**config.mk**
```make
export PLATFORM = sky130hd
export DESIGN_NAME = logic_op_unit_flat
export DESIGN_NICKNAME = d
export VERILOG_FILES = /design/src/rtl/logic_op_pkg.sv /design/src/rtl/logic_op_unit_if.sv /design/src/rtl/logic_op_fifo.sv /design/src/rtl/logic_op_unit.sv /design/src/flat_wrapper.sv
export SDC_FILE = /design/constraint.sdc
export NUM_CORES = 1
export LEC_CHECK = 0
export ABC_AREA = 0
export BUFFER_PORTS_ARGS = -buffer_cell sky130_fd_sc_hd__buf_4
export CAP_MARGIN = 20
export CELL_PAD_IN_SITES_DETAIL_PLACEMENT = 1
export CELL_PAD_IN_SITES_GLOBAL_PLACEMENT = 2
export CORE_AREA = 2 2 68 57
export DETAILED_ROUTE_END_ITERATION = 6
export DIE_AREA = 0 0 70 59
export GPL_ROUTABILITY_DRIVEN = 1
export MAX_ROUTING_LAYER = met4
export PLACE_DENSITY = 0.74
export SLEW_MARGIN = 15
export SYNTH_ARGS = -nofsm -noshare
export SYNTH_HDL_FRONTEND = slang
export SYNTH_SLANG_ARGS = --single-unit
```
**constraint.sdc**
```tcl
create_clock -name clk -period 1.4 [get_ports clk]
set_input_delay 0.14 -clock clk [delete_from_list [all_inputs] [get_ports clk]]
set_output_delay 0.14 -clock clk [all_outputs]
set_load 0.02 [all_outputs]
```
**src/rtl/logic_op_pkg.sv**
```systemverilog
// Shared definitions for the logic operation unit: opSel encodings and the
// field widths of one output-queue entry {result, op, err}.
package logic_op_pkg;

  typedef enum logic [1:0] {
    OP_AND     = 2'b00,
    OP_OR      = 2'b01,
    OP_XOR     = 2'b10,
    OP_ILLEGAL = 2'b11
  } op_e;

  localparam int unsigned OP_W   = 2;
  localparam int unsigned ERR_W  = 1;
  localparam int unsigned META_W = OP_W + ERR_W;

  function automatic logic is_illegal(input logic [OP_W-1:0] op);
    return op == OP_ILLEGAL;
  endfunction

endpackage

```
**src/rtl/logic_op_unit_if.sv**
```systemverilog
// Beat-in / result-out bus of the logic operation unit.
// master = producer/consumer side, slave = the unit itself.
interface logic_op_unit_if
  import logic_op_pkg::*;
#(
  parameter int unsigned WIDTH = 4
);
  logic             inValid;
  logic             inReady;
  logic [WIDTH-1:0] aIn;
  logic [WIDTH-1:0] bIn;
  logic [OP_W-1:0]  opSel;
  logic             accMode;
  logic             last;
  logic             outValid;
  logic             outReady;
  logic [WIDTH-1:0] out;
  logic [OP_W-1:0]  outOp;
  logic             outErr;

  modport master (
    output inValid, aIn, bIn, opSel, accMode, last, outReady,
    input  inReady, outValid, out, outOp, outErr
  );

  modport slave (
    input  inValid, aIn, bIn, opSel, accMode, last, outReady,
    output inReady, outValid, out, outOp, outErr
  );
endinterface

```
**src/rtl/logic_op_fifo.sv**
```systemverilog
// Count-based circular output queue. A push is refused while full even if a
// pop happens in the same cycle. data_o shows the head entry, zero when empty.
module logic_op_fifo #(
  parameter int unsigned WIDTH = 7,
  parameter int unsigned DEPTH = 2
) (
  input  logic             clk,
  input  logic             rst,
  input  logic             push_i,
  input  logic [WIDTH-1:0] data_i,
  input  logic             pop_i,
  output logic [WIDTH-1:0] data_o,
  output logic             full_o,
  output logic             empty_o
);
  localparam int unsigned PTR_W = (DEPTH > 1) ? $clog2(DEPTH) : 1;
  localparam int unsigned CNT_W = $clog2(DEPTH + 1);

  logic [WIDTH-1:0] mem_q [DEPTH];
  logic [PTR_W-1:0] wr_ptr_q, wr_ptr_d;
  logic [PTR_W-1:0] rd_ptr_q, rd_ptr_d;
  logic [CNT_W-1:0] cnt_q, cnt_d;
  logic             do_push;
  logic             do_pop;

  function automatic logic [PTR_W-1:0] ptr_inc(input logic [PTR_W-1:0] p);
    return (p == PTR_W'(DEPTH - 1)) ? '0 : p + 1'b1;
  endfunction

  assign full_o  = (cnt_q == CNT_W'(DEPTH));
  assign empty_o = (cnt_q == '0);
  assign do_push = push_i && !full_o;
  assign do_pop  = pop_i && !empty_o;
  assign data_o  = empty_o ? '0 : mem_q[rd_ptr_q];

  // Next pointer/count values from the accepted push/pop pair.
  always_comb begin
    wr_ptr_d = wr_ptr_q;
    rd_ptr_d = rd_ptr_q;
    cnt_d    = cnt_q;
    if (do_push) wr_ptr_d = ptr_inc(wr_ptr_q);
    if (do_pop)  rd_ptr_d = ptr_inc(rd_ptr_q);
    case ({do_push, do_pop})
      2'b10:   cnt_d = cnt_q + 1'b1;
      2'b01:   cnt_d = cnt_q - 1'b1;
      default: cnt_d = cnt_q;
    endcase
  end

  // Pointer and occupancy registers.
  always_ff @(posedge clk) begin
    if (rst) begin
      wr_ptr_q <= '0;
      rd_ptr_q <= '0;
      cnt_q    <= '0;
    end else begin
      wr_ptr_q <= wr_ptr_d;
      rd_ptr_q <= rd_ptr_d;
      cnt_q    <= cnt_d;
    end
  end

  // Entry storage; contents need no reset since count gates visibility.
  always_ff @(posedge clk) begin
    if (do_push) mem_q[wr_ptr_q] <= data_i;
  end

endmodule

```
**src/rtl/logic_op_unit.sv**
```systemverilog
// Bitwise AND/OR/XOR unit with a DEPTH-entry result queue.
// Optional feature macro: LOGIC_OP_UNIT_ACC_EN enables multi-beat
// accumulation (accMode/last); without it every accepted beat is pushed.
module logic_op_unit
  import logic_op_pkg::*;
#(
  parameter int unsigned WIDTH = 4,
  parameter int unsigned DEPTH = 2
) (
  input  logic            clk,
  input  logic            rst,
  logic_op_unit_if.slave  bus
);
  localparam int unsigned ENTRY_W = WIDTH + META_W;

  logic               in_ready;
  logic               accept;
  logic [WIDTH-1:0]   r;
  logic               r_err;
  logic               push;
  logic [ENTRY_W-1:0] entry;
  logic [ENTRY_W-1:0] head;
  logic               fifo_full;
  logic               fifo_empty;

  function automatic logic [WIDTH-1:0] apply_op(input logic [WIDTH-1:0] x,
                                                input logic [WIDTH-1:0] y,
                                                input logic [OP_W-1:0]  op);
    case (op)
      OP_AND:  return x & y;
      OP_OR:   return x | y;
      OP_XOR:  return x ^ y;
      default: return '0;
    endcase
  endfunction

  // inReady depends only on the registered occupancy.
  assign in_ready    = !fifo_full;
  assign bus.inReady = in_ready;
  assign accept      = bus.inValid && in_ready && !rst;

  // Per-beat result and error flag.
  always_comb begin
    r     = apply_op(bus.aIn, bus.bIn, bus.opSel);
    r_err = is_illegal(bus.opSel);
  end

`ifdef LOGIC_OP_UNIT_ACC_EN
  logic             acc_active_q, acc_active_d;
  logic [WIDTH-1:0] acc_q, acc_d;
  logic             sticky_q, sticky_d;
  logic [WIDTH-1:0] acc_new;
  logic             err_new;

  // Accumulator update and push decision; non-acc beats pass straight
  // through without disturbing an open accumulation sequence.
  always_comb begin
    acc_active_d = acc_active_q;
    acc_d        = acc_q;
    sticky_d     = sticky_q;
    push         = 1'b0;
    entry        = {r, bus.opSel, r_err};
    acc_new      = r;
    err_new      = r_err;
    if (accept) begin
      if (!bus.accMode) begin
        push = 1'b1;
      end else begin
        if (acc_active_q) begin
          acc_new = r_err ? acc_q : apply_op(acc_q, r, bus.opSel);
          err_new = sticky_q | r_err;
        end
        if (bus.last) begin
          push         = 1'b1;
          entry        = {acc_new, bus.opSel, err_new};
          acc_active_d = 1'b0;
          acc_d        = '0;
          sticky_d     = 1'b0;
        end else begin
          acc_active_d = 1'b1;
          acc_d        = acc_new;
          sticky_d     = err_new;
        end
      end
    end
  end

  // Accumulator state registers.
  always_ff @(posedge clk) begin
    if (rst) begin
      acc_active_q <= 1'b0;
      acc_q        <= '0;
      sticky_q     <= 1'b0;
    end else begin
      acc_active_q <= acc_active_d;
      acc_q        <= acc_d;
      sticky_q     <= sticky_d;
    end
  end
`else
  // Every accepted beat produces a result entry.
  always_comb begin
    push  = accept;
    entry = {r, bus.opSel, r_err};
  end
`endif

  logic_op_fifo #(
    .WIDTH (ENTRY_W),
    .DEPTH (DEPTH)
  ) u_fifo (
    .clk     (clk),
    .rst     (rst),
    .push_i  (push),
    .data_i  (entry),
    .pop_i   (bus.outReady),
    .data_o  (head),
    .full_o  (fifo_full),
    .empty_o (fifo_empty)
  );

  assign bus.outValid = !fifo_empty;
  assign bus.out      = head[ENTRY_W-1 -: WIDTH];
  assign bus.outOp    = head[META_W-1 -: OP_W];
  assign bus.outErr   = head[0];

endmodule

```
**src/flat_wrapper.sv**
```systemverilog
// flat-port wrapper written by rule: the top's interface ports become plain ports
module logic_op_unit_flat import logic_op_pkg::*;
#(
  parameter int unsigned WIDTH = 4,
  parameter int unsigned DEPTH = 2
)
  (clk, rst, bus_inValid, bus_aIn, bus_bIn, bus_opSel, bus_accMode, bus_last, bus_outReady, bus_inReady, bus_outValid, bus_out, bus_outOp, bus_outErr);
  logic_op_unit_if #(.WIDTH(WIDTH)) bus_i ();
  input  logic clk;
  input  logic rst;
  input wire logic [$bits(bus_i.inValid)-1:0] bus_inValid;
  input wire logic [$bits(bus_i.aIn)-1:0] bus_aIn;
  input wire logic [$bits(bus_i.bIn)-1:0] bus_bIn;
  input wire logic [$bits(bus_i.opSel)-1:0] bus_opSel;
  input wire logic [$bits(bus_i.accMode)-1:0] bus_accMode;
  input wire logic [$bits(bus_i.last)-1:0] bus_last;
  input wire logic [$bits(bus_i.outReady)-1:0] bus_outReady;
  output wire logic [$bits(bus_i.inReady)-1:0] bus_inReady;
  output wire logic [$bits(bus_i.outValid)-1:0] bus_outValid;
  output wire logic [$bits(bus_i.out)-1:0] bus_out;
  output wire logic [$bits(bus_i.outOp)-1:0] bus_outOp;
  output wire logic [$bits(bus_i.outErr)-1:0] bus_outErr;
  assign bus_i.inValid = bus_inValid;
  assign bus_i.aIn = bus_aIn;
  assign bus_i.bIn = bus_bIn;
  assign bus_i.opSel = bus_opSel;
  assign bus_i.accMode = bus_accMode;
  assign bus_i.last = bus_last;
  assign bus_i.outReady = bus_outReady;
  assign bus_inReady = bus_i.inReady;
  assign bus_outValid = bus_i.outValid;
  assign bus_out = bus_i.out;
  assign bus_outOp = bus_i.outOp;
  assign bus_outErr = bus_i.outErr;
  logic_op_unit #(.WIDTH(WIDTH), .DEPTH(DEPTH)) u_core (.clk(clk), .rst(rst), .bus(bus_i));
endmodule
```
# After elaboration in Yosys (flattened, before gate mapping)
# Memories as Yosys holds them, arrays and structs flattened. A register that Yosys moved wholly into a read port is not among the register bits.
# Index checks and enable logic that the tools add are counted.
# op_classes
mux,9
reduce_logical,10
n_eq_ne,6
bitwise_logic,3
add_sub_neg,4
# ops
op,count
$pmux 4 s3,1
$eq 2x2->1 const B,4
$mux 7,1
$mux 1,6
$and 4x4->4,1
$eq 2x1->1 const B,2
$logic_and 1x1->1,4
$logic_not 2->1,2
$or 4x4->4,1
$pmux 2 s2,1
$xor 4x4->4,1
$logic_not 1->1,3
$add 1x1->1 const B,2
$add 2x1->2 const B,1
$reduce_bool 2->1,1
$sub 2x1->2 const B,1
# totals
ramBits,14
register_bits,4
n_memories,1
input_bits,16
# mem_list
memory,words,width,rd,rd_ports_with_merged_regs,wr,line_no,text
u_core.u_fifo.mem_q,2,7,1,1,1,logic_op_fifo.sv:19,logic [WIDTH-1:0] mem_q [DEPTH];

# Logic depth before layout (Yosys ltp)
# Gate-level depths: netlist of run 1.
# depth
depth_word,7
ltp_mapped,6
ltp_nobuf,6

# By module
# From an unflattened synthesis of run 1, not the netlist that was laid out.
# unflattened
cells_unflattened,86
hier_area_um2,987.2
# modules_own_cells
module,cells_each,area_per_inst_um2,n_inst
logic_op_fifo,56,744.5,1
logic_op_unit,30,242.7,1

# Least setup slack after synthesis of run 1
# No wires, ideal clock.
# synth_path
path_kind,flip-flop to flip-flop
start,register u_core.u_fifo.cnt_q[0]
end,register u_core.u_fifo.cnt_q[1]
period_less_slack_ps,1696
t_arrival_ps,1627
path_stages_with_launch,6
path_slack_ps,-296
path_buffers,0
cell_sequence,dfxtp_1 > nand2b_1 > nand3b_1 > ha_1 > or3_1 > a21oi_1
# synth_between
elab_chain_len,7
# synth_rtl
element,line_no,text
from (decl),logic_op_fifo.sv:22,"logic [CNT_W-1:0] cnt_q, cnt_d;"
from (signal assigned),logic_op_fifo.sv:59,cnt_q <= cnt_d;
$eq 2x2->1 (*),logic_op_fifo.sv:30,assign full_o = (cnt_q == CNT_W'(DEPTH));
$logic_not 1->1 (*),logic_op_unit.sv:38,assign in_ready = !fifo_full;
via bus_inReady,flat_wrapper.sv:18,output wire logic [$bits(bus_i.inReady)-1:0] bus_inReady;
$logic_and 1x1->1 (2 in a row),logic_op_unit.sv:40,assign accept = bus.inValid && in_ready && !rst;
$logic_and 1x1->1 (*),logic_op_fifo.sv:32,assign do_push = push_i && !full_o;
$eq 2x1->1 / $eq 2x2->1 (equally long branches),logic_op_fifo.sv:43,"case ({do_push, do_pop})"
$pmux 2 s2 / $reduce_bool 2->1 (equally long branches),-,
# The timed path passes the listed nets; every way through them passes the cells marked *.
# A chain may end at the register's enable or synchronous reset.

# Worst setup path in the final report of run 1
# layout_path
start,register u_core.u_fifo.cnt_q[0]
end,register u_core.u_fifo.cnt_q[1]
# layout_between
elab_chain_len,7
# layout_rtl
element,line_no
$eq 2x2->1,logic_op_fifo.sv:30
$logic_not 1->1,"logic_op_fifo.sv:32, logic_op_unit.sv:38"
$logic_and 1x1->1 (2 in a row),logic_op_unit.sv:40
$logic_and 1x1->1,logic_op_fifo.sv:32
$eq 2x1->1 / $eq 2x2->1 (equally long branches),logic_op_fifo.sv:43
$pmux 2 s2 / $reduce_bool 2->1 (equally long branches),-
# Parallel ways exist; a longest one is shown, timed or not.

==> summary.txt, run 1 <==
STA
  – Max Slew Vio Count: 0
  – Transition time at the pin with the least slew margin: roughly 0.24 ns
  – Count of final hold-check violations: 0
  – Remaining max-slew budget at the tightest pin: ~84%
  – Period utilisation layout: 107%
  – # setup viols final: 15
  – Worst Clk Skew: roughly 0.0023 ns
  – Slack of the critical path: -0.0940 ns
  – Max frequency: between 600 and 700 MHz
  – Fin crit period: roughly 1.5 ns
  – Setup repair after global routing missed its margin: yes
  – Hold WS: 0.0873 ns
  – Accumulated negative setup slack: -0.549 ns

Synthesis
  – Post-synthesis cell type with the largest combined area: edfxtp_1
  – Sequential cell area fraction in the yosys report: 54.3%
  – Unique cell type count in the Yosys netlist: 19
  – Proportion of synthesized flip-flops having asynchronous set or reset: 0%
  – Combined area of all synthesized cells: about 960 µm²
  – Avg Inst Size Synth: approximately 12 µm²
  – Post-synth top area share: between 40 and 50%
  – Number of instances in the synthesized netlist: between 80 and 90
  – Number of nets in the synthesized netlist: ~110
  – Yosys synthesis warning count: 0
  – Post-synth EDFFs: 14
  – FF+latch count, synth: 19
  – Dominant synthesized flop cell: edfxtp_1
  – Cell types occupying the most area after synthesis: edfxtp_1 (44%), ha_1 (12%), mux2i_1 (11%)

Routing
  – Average wire per cell in the routed design: ~12 µm
  – Via Count: 691
  – Remaining antenna violation count: 0
  – Number of remaining DRC errors: 0
  – Total wire length: 1970 µm
  – First-pass DRT Iterations: 4
  – Per-cell via count in the routed design: 4.35
  – Detailed router's first-iteration violation count: 9

Clocking
  – Maximum number of buffers from clock root to sink: 2
  – Worst-path clk slew: 0.07 ns
  – # hold bufs at CTS: 0
  – Clock tree from TritonCTS: yes
  – Clock root cell: clkbuf_8
  – H-tree levels: 1
  – Clock sink total: 19
  – Worst-skew pair later-pin latency: approximately 0.25 ns
  – Number of buffers added by the clock tree synthesis step: 3

Die
  – Core Box Area: around 3400 µm²
  – Initial Util: 28.4%
  – Width of the die: ~70 µm
  – Floorplan die area: 4130 µm²
  – Die span in y: ~59 µm
  – Number of top-level pins: 25
  – Row count: 19

Run status
  – Run status: finished, violations left
  – Violations in the final reports: negative setup slack

Power and ir drop
  – Leakage Power: 0.588 nW
  – Total power: about 2.1 mW
  – Part of the total power dissipated in the clock network: ~17%
  – Part of the power in registers: between 30% and 40%
  – Power per cell area: about 1600 nW/µm²
  – Combinational share of power: between 40% and 50%
  – Power Internal: ~1.4 mW
  – Share of total power consumed by net switching: about a third
  – Worst VDD drop: just over 0.4 mV
  – Net Sw Power: about 0.74 mW

Final layout
  – Commonest cells after routing, fill and taps aside: buf_4 (29), edfxtp_1 (14), mux2i_1 (11), nor2_1 (11), inv_1 (10)
  – Post-layout net count: roughly 140
  – Antenna diode count: 0
  – P&R area growth vs syn: 41.4%
  – Count of fill cells added during filler insertion: approximately 390
  – Fin cells: about 160
  – Proportion of layout cells with a drive suffix above 1: roughly two fifths
  – Most common library cell in the layout ignoring fill and taps: buf_4

Place
  – DPL Wire Length: approximately 1400 µm
  – RD Place Congestion: 0.663
  – Placed Cells incl. Taps: ~150
  – Setup Slack @ Placement: -0.0729 ns
  – Port Buf Inserts: 22

Setup path
  – Launching point of the worst reg2reg path: u_core.u_fifo.cnt_q[0]
  – Required time of the critical path: 1.58 ns
  – CP arrival: 1.67 ns
  – Worst-case register-to-register setup slack: -0.09 ns
  – Worst reg2reg path depth: 6
  – Category of the most critical setup path: flip-flop to flip-flop
  – Setup crit end kind: flip-flop
  – Worst-path maximum fanout: 2
  – Type of origin of the critical path: flip-flop
  – End of the worst register-to-register path: u_core.u_fifo.cnt_q[1]

Global routing
  – Antenna violations before repair: 0
  – Number of global-route vias before repair: 703
  – Total congestion overflow after global routing: 0
  – Global-route total usage across every layer: between 10% and 20%
  – Pin count of the biggest net entering global routing: 11
  – Global-route wire length before repair: around 3300 µm

Worst hold path
  – Hold path cells: 2
  – Destination of the worst hold path: u_core.u_fifo.cnt_q[1]
  – Class of the worst hold path: primary input to flip-flop
  – Startpoint of the worst hold path: rst

Flow run
  – Number of max-cap violations: 0
-- metrics by stage --
| stage | utilization (%) | instance area, µm² |
|---|---|---|
| 2_1_floorplan | - | 970 |
| 3_3_place_gp | 36.5 | 1230 |
| 3_5_place_dp | 36.5 | 1230 |
| 4_1_cts | 38.1 | 1280 |
| 5_1_grt | 40.1 | 1360 |
| 6_report | 40.1 | 1360 |
-- Yosys cell counts, types with 2 or more instances --
master,n
edfxtp_1,14
nor2_1,13
inv_1,11
mux2i_1,11
ha_1,9
dfxtp_1,5
o22ai_1,4
a21oi_1,2
nand2b_1,2
o21ai_0,2
xor2_1,2
-- worst max-delay path: stages, from the launching register on --
cell and delay (ns):
dfxtp_4 0.35, nand2b_4 0.13, nand3b_1 0.16, ha_4 0.21, xnor2_1 0.12, or3_4 0.33, a21oi_2 0.13
-- per-layer routing --
layer  GRT usage (%)  vias to the layer above  routed length (µm)
li1                -                      350                   -
met4            5.77                        0                  27
met5               -                        -                   0
met1            12.2                      317                 802
met2            19.0                       22                1030
met3            1.36                        2                 111
-- cells by family (layout without fill, tap and decap cells) --
kind of cell / after synthesis / in the layout / synth area share (%)
buf+inv: 13 / 47 / 5.22
fa+ha+maj: 9 / 9 / 11.7
mux: 11 / 11 / 11.5
xor+xnor: 3 / 3 / 2.74
compound gates: 9 / 9 / 5.48
flops: 19 / 19 / 54.3
simple gates: 19 / 19 / 9.01
-- what timing repair did --
| action | 4_1_cts | 5_1_grt |
|---|---|---|
| hold endpoints to repair | 0 | 0 |
| setup buffers | 0 | 3 |
| pin swaps | 1 | 3 |
| endpoints found under the setup margin | 8 | 18 |
| gates resized for setup | 4 | 12 |
-- worst max path at each step --
stage                                start                endpoint  depth (start not counted)
global placement    u_core.u_fifo.cnt_q[1]  u_core.u_fifo.cnt_q[1]                          6
detailed placement  u_core.u_fifo.cnt_q[1]  u_core.u_fifo.cnt_q[1]                          6
finish              u_core.u_fifo.cnt_q[0]  u_core.u_fifo.cnt_q[1]                          6
global route        u_core.u_fifo.cnt_q[0]  u_core.u_fifo.cnt_q[1]                          6
CTS                 u_core.u_fifo.cnt_q[0]  u_core.u_fifo.cnt_q[1]                          6
floorplan           u_core.u_fifo.cnt_q[0]  u_core.u_fifo.cnt_q[1]                          6
-- power groups by stage --
stage	Combinational (mW)	Clock, mW	Sequential, mW
CTS	0.893	0.375	0.808
global route	1.09	0.395	0.812
detailed placement	0.884	0	0.796
finish	0.981	0.361	0.798
floorplan	0.529	0	0.751
global placement	0.858	0	0.785
-- state kept, by name, indices dropped and copies added (netlist names), named ones only --
signal	cells
u_core.u_fifo.cnt_q	2
u_core.u_fifo.mem_q	14
u_core.u_fifo.rd_ptr_q	1
u_core.u_fifo.wr_ptr_q	1
-- final cells by class --
class	count	area [µm²]	area share, %
inverter	11	41.3	3.05
clock buffer	4	45.0	3.32
timing repair buffer	32	251	18.6
tap	42	52.6	3.88
sequential	19	529	39.1
multi-input combinational	51	435	32.1
No activity file was read; power rests on OpenSTA's default activity.
==> inputs of run 2 (changes only) <==
- SLEW_MARGIN: 15 -> not set
- TNS_END_PERCENT: not set -> 5
==> summary.txt, run 2 (synthesized netlist as in run 1, its figures left out) <==
STA
  – # setup viols final: 1
  – Period utilisation layout: 106%
  – Remaining max-slew budget at the tightest pin: between 80% and 90%
  – Count of final hold-check violations: 0
  – Worst Clk Skew: roughly 0.00099 ns
  – Max Slew Vio Count: 0
  – Setup repair after global routing missed its margin: yes
  – Slack of the critical path: -0.0821 ns
  – Max frequency: approximately 670 MHz
  – Accumulated negative setup slack: -0.0821 ns
  – Hold WS: slightly above 0.09 ns
  – Fin crit period: ~1.5 ns
  – Transition time at the pin with the least slew margin: around 0.24 ns

Final layout
  – P&R area growth vs syn: 38.3%
  – Proportion of layout cells with a drive suffix above 1: approximately 37%
  – Flip-flop count of the largest register, all copies and words added: 14
  – Area used by sequential logic in the layout: ~530 µm²
  – Count of fill cells added during filler insertion: between 300 and 400
  – Post-layout net count: around 140
  – Register name with the most flops: u_core.u_fifo.mem_q
  – Most common library cell in the layout ignoring fill and taps: buf_4
  – Area occupied by multi-input gates: 428 µm²
  – Biggest regs: u_core.u_fifo.mem_q x14, u_core.u_fifo.cnt_q x2
  – Post-route core utilization: 39.3%
  – Commonest cells after routing, fill and taps aside: buf_4 (29), edfxtp_1 (14), nor2_1 (12), mux2i_1 (11), inv_1 (10)
  – Antenna diode count: 0
  – Fin cells: around 160
  – Design area: ~1300 µm²

Routing
  – First-pass DRT Iterations: 3
  – Number of remaining DRC errors: 0
  – Remaining antenna violation count: 0
  – Per-cell via count in the routed design: between 4 and 5
  – Total wire length: about 1900 µm
  – Via Count: 688
  – Detailed router's first-iteration violation count: 5
  – Average wire per cell in the routed design: roughly 12 µm

Die
  – Row count: 19
  – Core Box Area: 3380 µm²
  – Initial Util: about 28%
  – Number of top-level pins: 25
  – Width of the die: 70 µm
  – Die span in y: ~60 µm
  – Floorplan die area: between 4000 and 5000 µm²

Clocking
  – Maximum number of buffers from clock root to sink: 2
  – Clock sink total: 19
  – Clock tree from TritonCTS: yes
  – Worst-skew pair later-pin latency: between 0.2 and 0.25 ns
  – H-tree levels: 1
  – # hold bufs at CTS: 0
  – Clock root cell: clkbuf_8
  – Worst-path clk slew: 0.06 ns
  – Number of buffers added by the clock tree synthesis step: 3

Place
  – Placed cell area: roughly 1200 µm²
  – DPL Wire Length: around 1400 µm
  – Setup Slack @ Placement: -0.0729 ns
  – Placed Cells incl. Taps: about 150
  – RD Place Congestion: approximately 0.66
  – Port Buf Inserts: 22

Run status
  – Run status: finished, violations left
  – Violations in the final reports: negative setup slack

Worst hold path
  – Class of the worst hold path: primary input to flip-flop
  – Destination of the worst hold path: u_core.u_fifo.cnt_q[1]
  – Hold path cells: 2
  – Startpoint of the worst hold path: rst

Setup path
  – Worst-case register-to-register setup slack: -0.08 ns
  – Launching point of the worst reg2reg path: u_core.u_fifo.cnt_q[0]
  – Category of the most critical setup path: flip-flop to flip-flop
  – Type of origin of the critical path: flip-flop
  – Worst-path maximum fanout: 3
  – Buffers & Inverters on Critical Path: 2
  – CP arrival: 1.66 ns
  – End of the worst register-to-register path: u_core.u_fifo.cnt_q[1]
  – Crit path max-delay cell type: dfxtp_4
  – Top cell family by delay on the critical path: flip-flops
  – Biggest cell delay along the critical path: 0.35 ns
  – Ordered cell list for the critical path: buf_4 -> o21ai_2 -> inv_2 -> ha_4 -> xnor2_1 -> or3_4 -> a21oi_2
  – Worst reg2reg path depth: 7
  – Setup crit end kind: flip-flop
  – Required time of the critical path: ~1.6 ns

Global routing
  – Global-route wire length before repair: 3260 µm
  – Total congestion overflow after global routing: 0
  – Antenna violations before repair: 0
  – Number of global-route vias before repair: between 700 and 800
  – Pin count of the biggest net entering global routing: 11
  – Global-route total usage across every layer: between 10% and 20%

Power and ir drop
  – Total power: 2.10 mW
  – Worst VDD drop: approximately 0.40 mV
  – Power per cell area: ~1600 nW/µm²
  – Leakage Power: ~0.58 nW

Flow run
  – Number of max-cap violations: 0
-- run 2: final cells by class --
class | instances | area share (%)
Clock buffer | 4 | 3.40
Multi-Input combinational cell | 51 | 32.3
Sequential cell | 19 | 39.9
Timing Repair Buffer | 30 | 17.3
Tap cell | 42 | 3.97
Inverter | 11 | 3.12
-- run 2: worst reg2reg max path: stages (launching register included) --
cell,delay (ns)
dfxtp_4,0.35
buf_4,0.14
o21ai_2,0.14
inv_2,0.06
ha_4,0.15
xnor2_1,0.12
or3_4,0.33
a21oi_2,0.13
-- run 2: how the worst max path moves through the flow --
stage                           start                     end  slack [ns]  cells after the start
2_1_floorplan  u_core.u_fifo.cnt_q[0]  u_core.u_fifo.cnt_q[1]       -0.06                      6
3_3_place_gp   u_core.u_fifo.cnt_q[1]  u_core.u_fifo.cnt_q[1]        0.01                      6
4_1_cts        u_core.u_fifo.cnt_q[0]  u_core.u_fifo.cnt_q[1]       -0.10                      6
6_report       u_core.u_fifo.cnt_q[0]  u_core.u_fifo.cnt_q[1]       -0.08                      7
3_5_place_dp   u_core.u_fifo.cnt_q[1]  u_core.u_fifo.cnt_q[1]       -0.07                      6
5_1_grt        u_core.u_fifo.cnt_q[0]  u_core.u_fifo.cnt_q[1]       -0.16                      6
-- run 2: what timing repair did --
| item | 4_1_cts | 5_1_grt |
|---|---|---|
| setup buffers | 0 | 1 |
| gates resized for setup | 4 | 8 |
| endpoints found under the hold margin | 0 | 0 |
| setup endpoints to repair | 8 | 18 |
| pin swaps | 1 | 3 |
-- run 2: routing by layer --
metal  share of wire, %  track usage [%]
met3                4.2             1.36
met1                 43             12.2
met2                 51             19.0
met5                  0                -
met4                1.4             5.77
-- run 2: where the power goes --
part | internal [mW] | switching (mW) | leakage (nW)
registers | 0.712 | 0.0832 | 0.173
logic | 0.471 | 0.481 | 0.381
clock network | 0.201 | 0.155 | 0.0228
total | 1.38 | 0.719 | 0.577
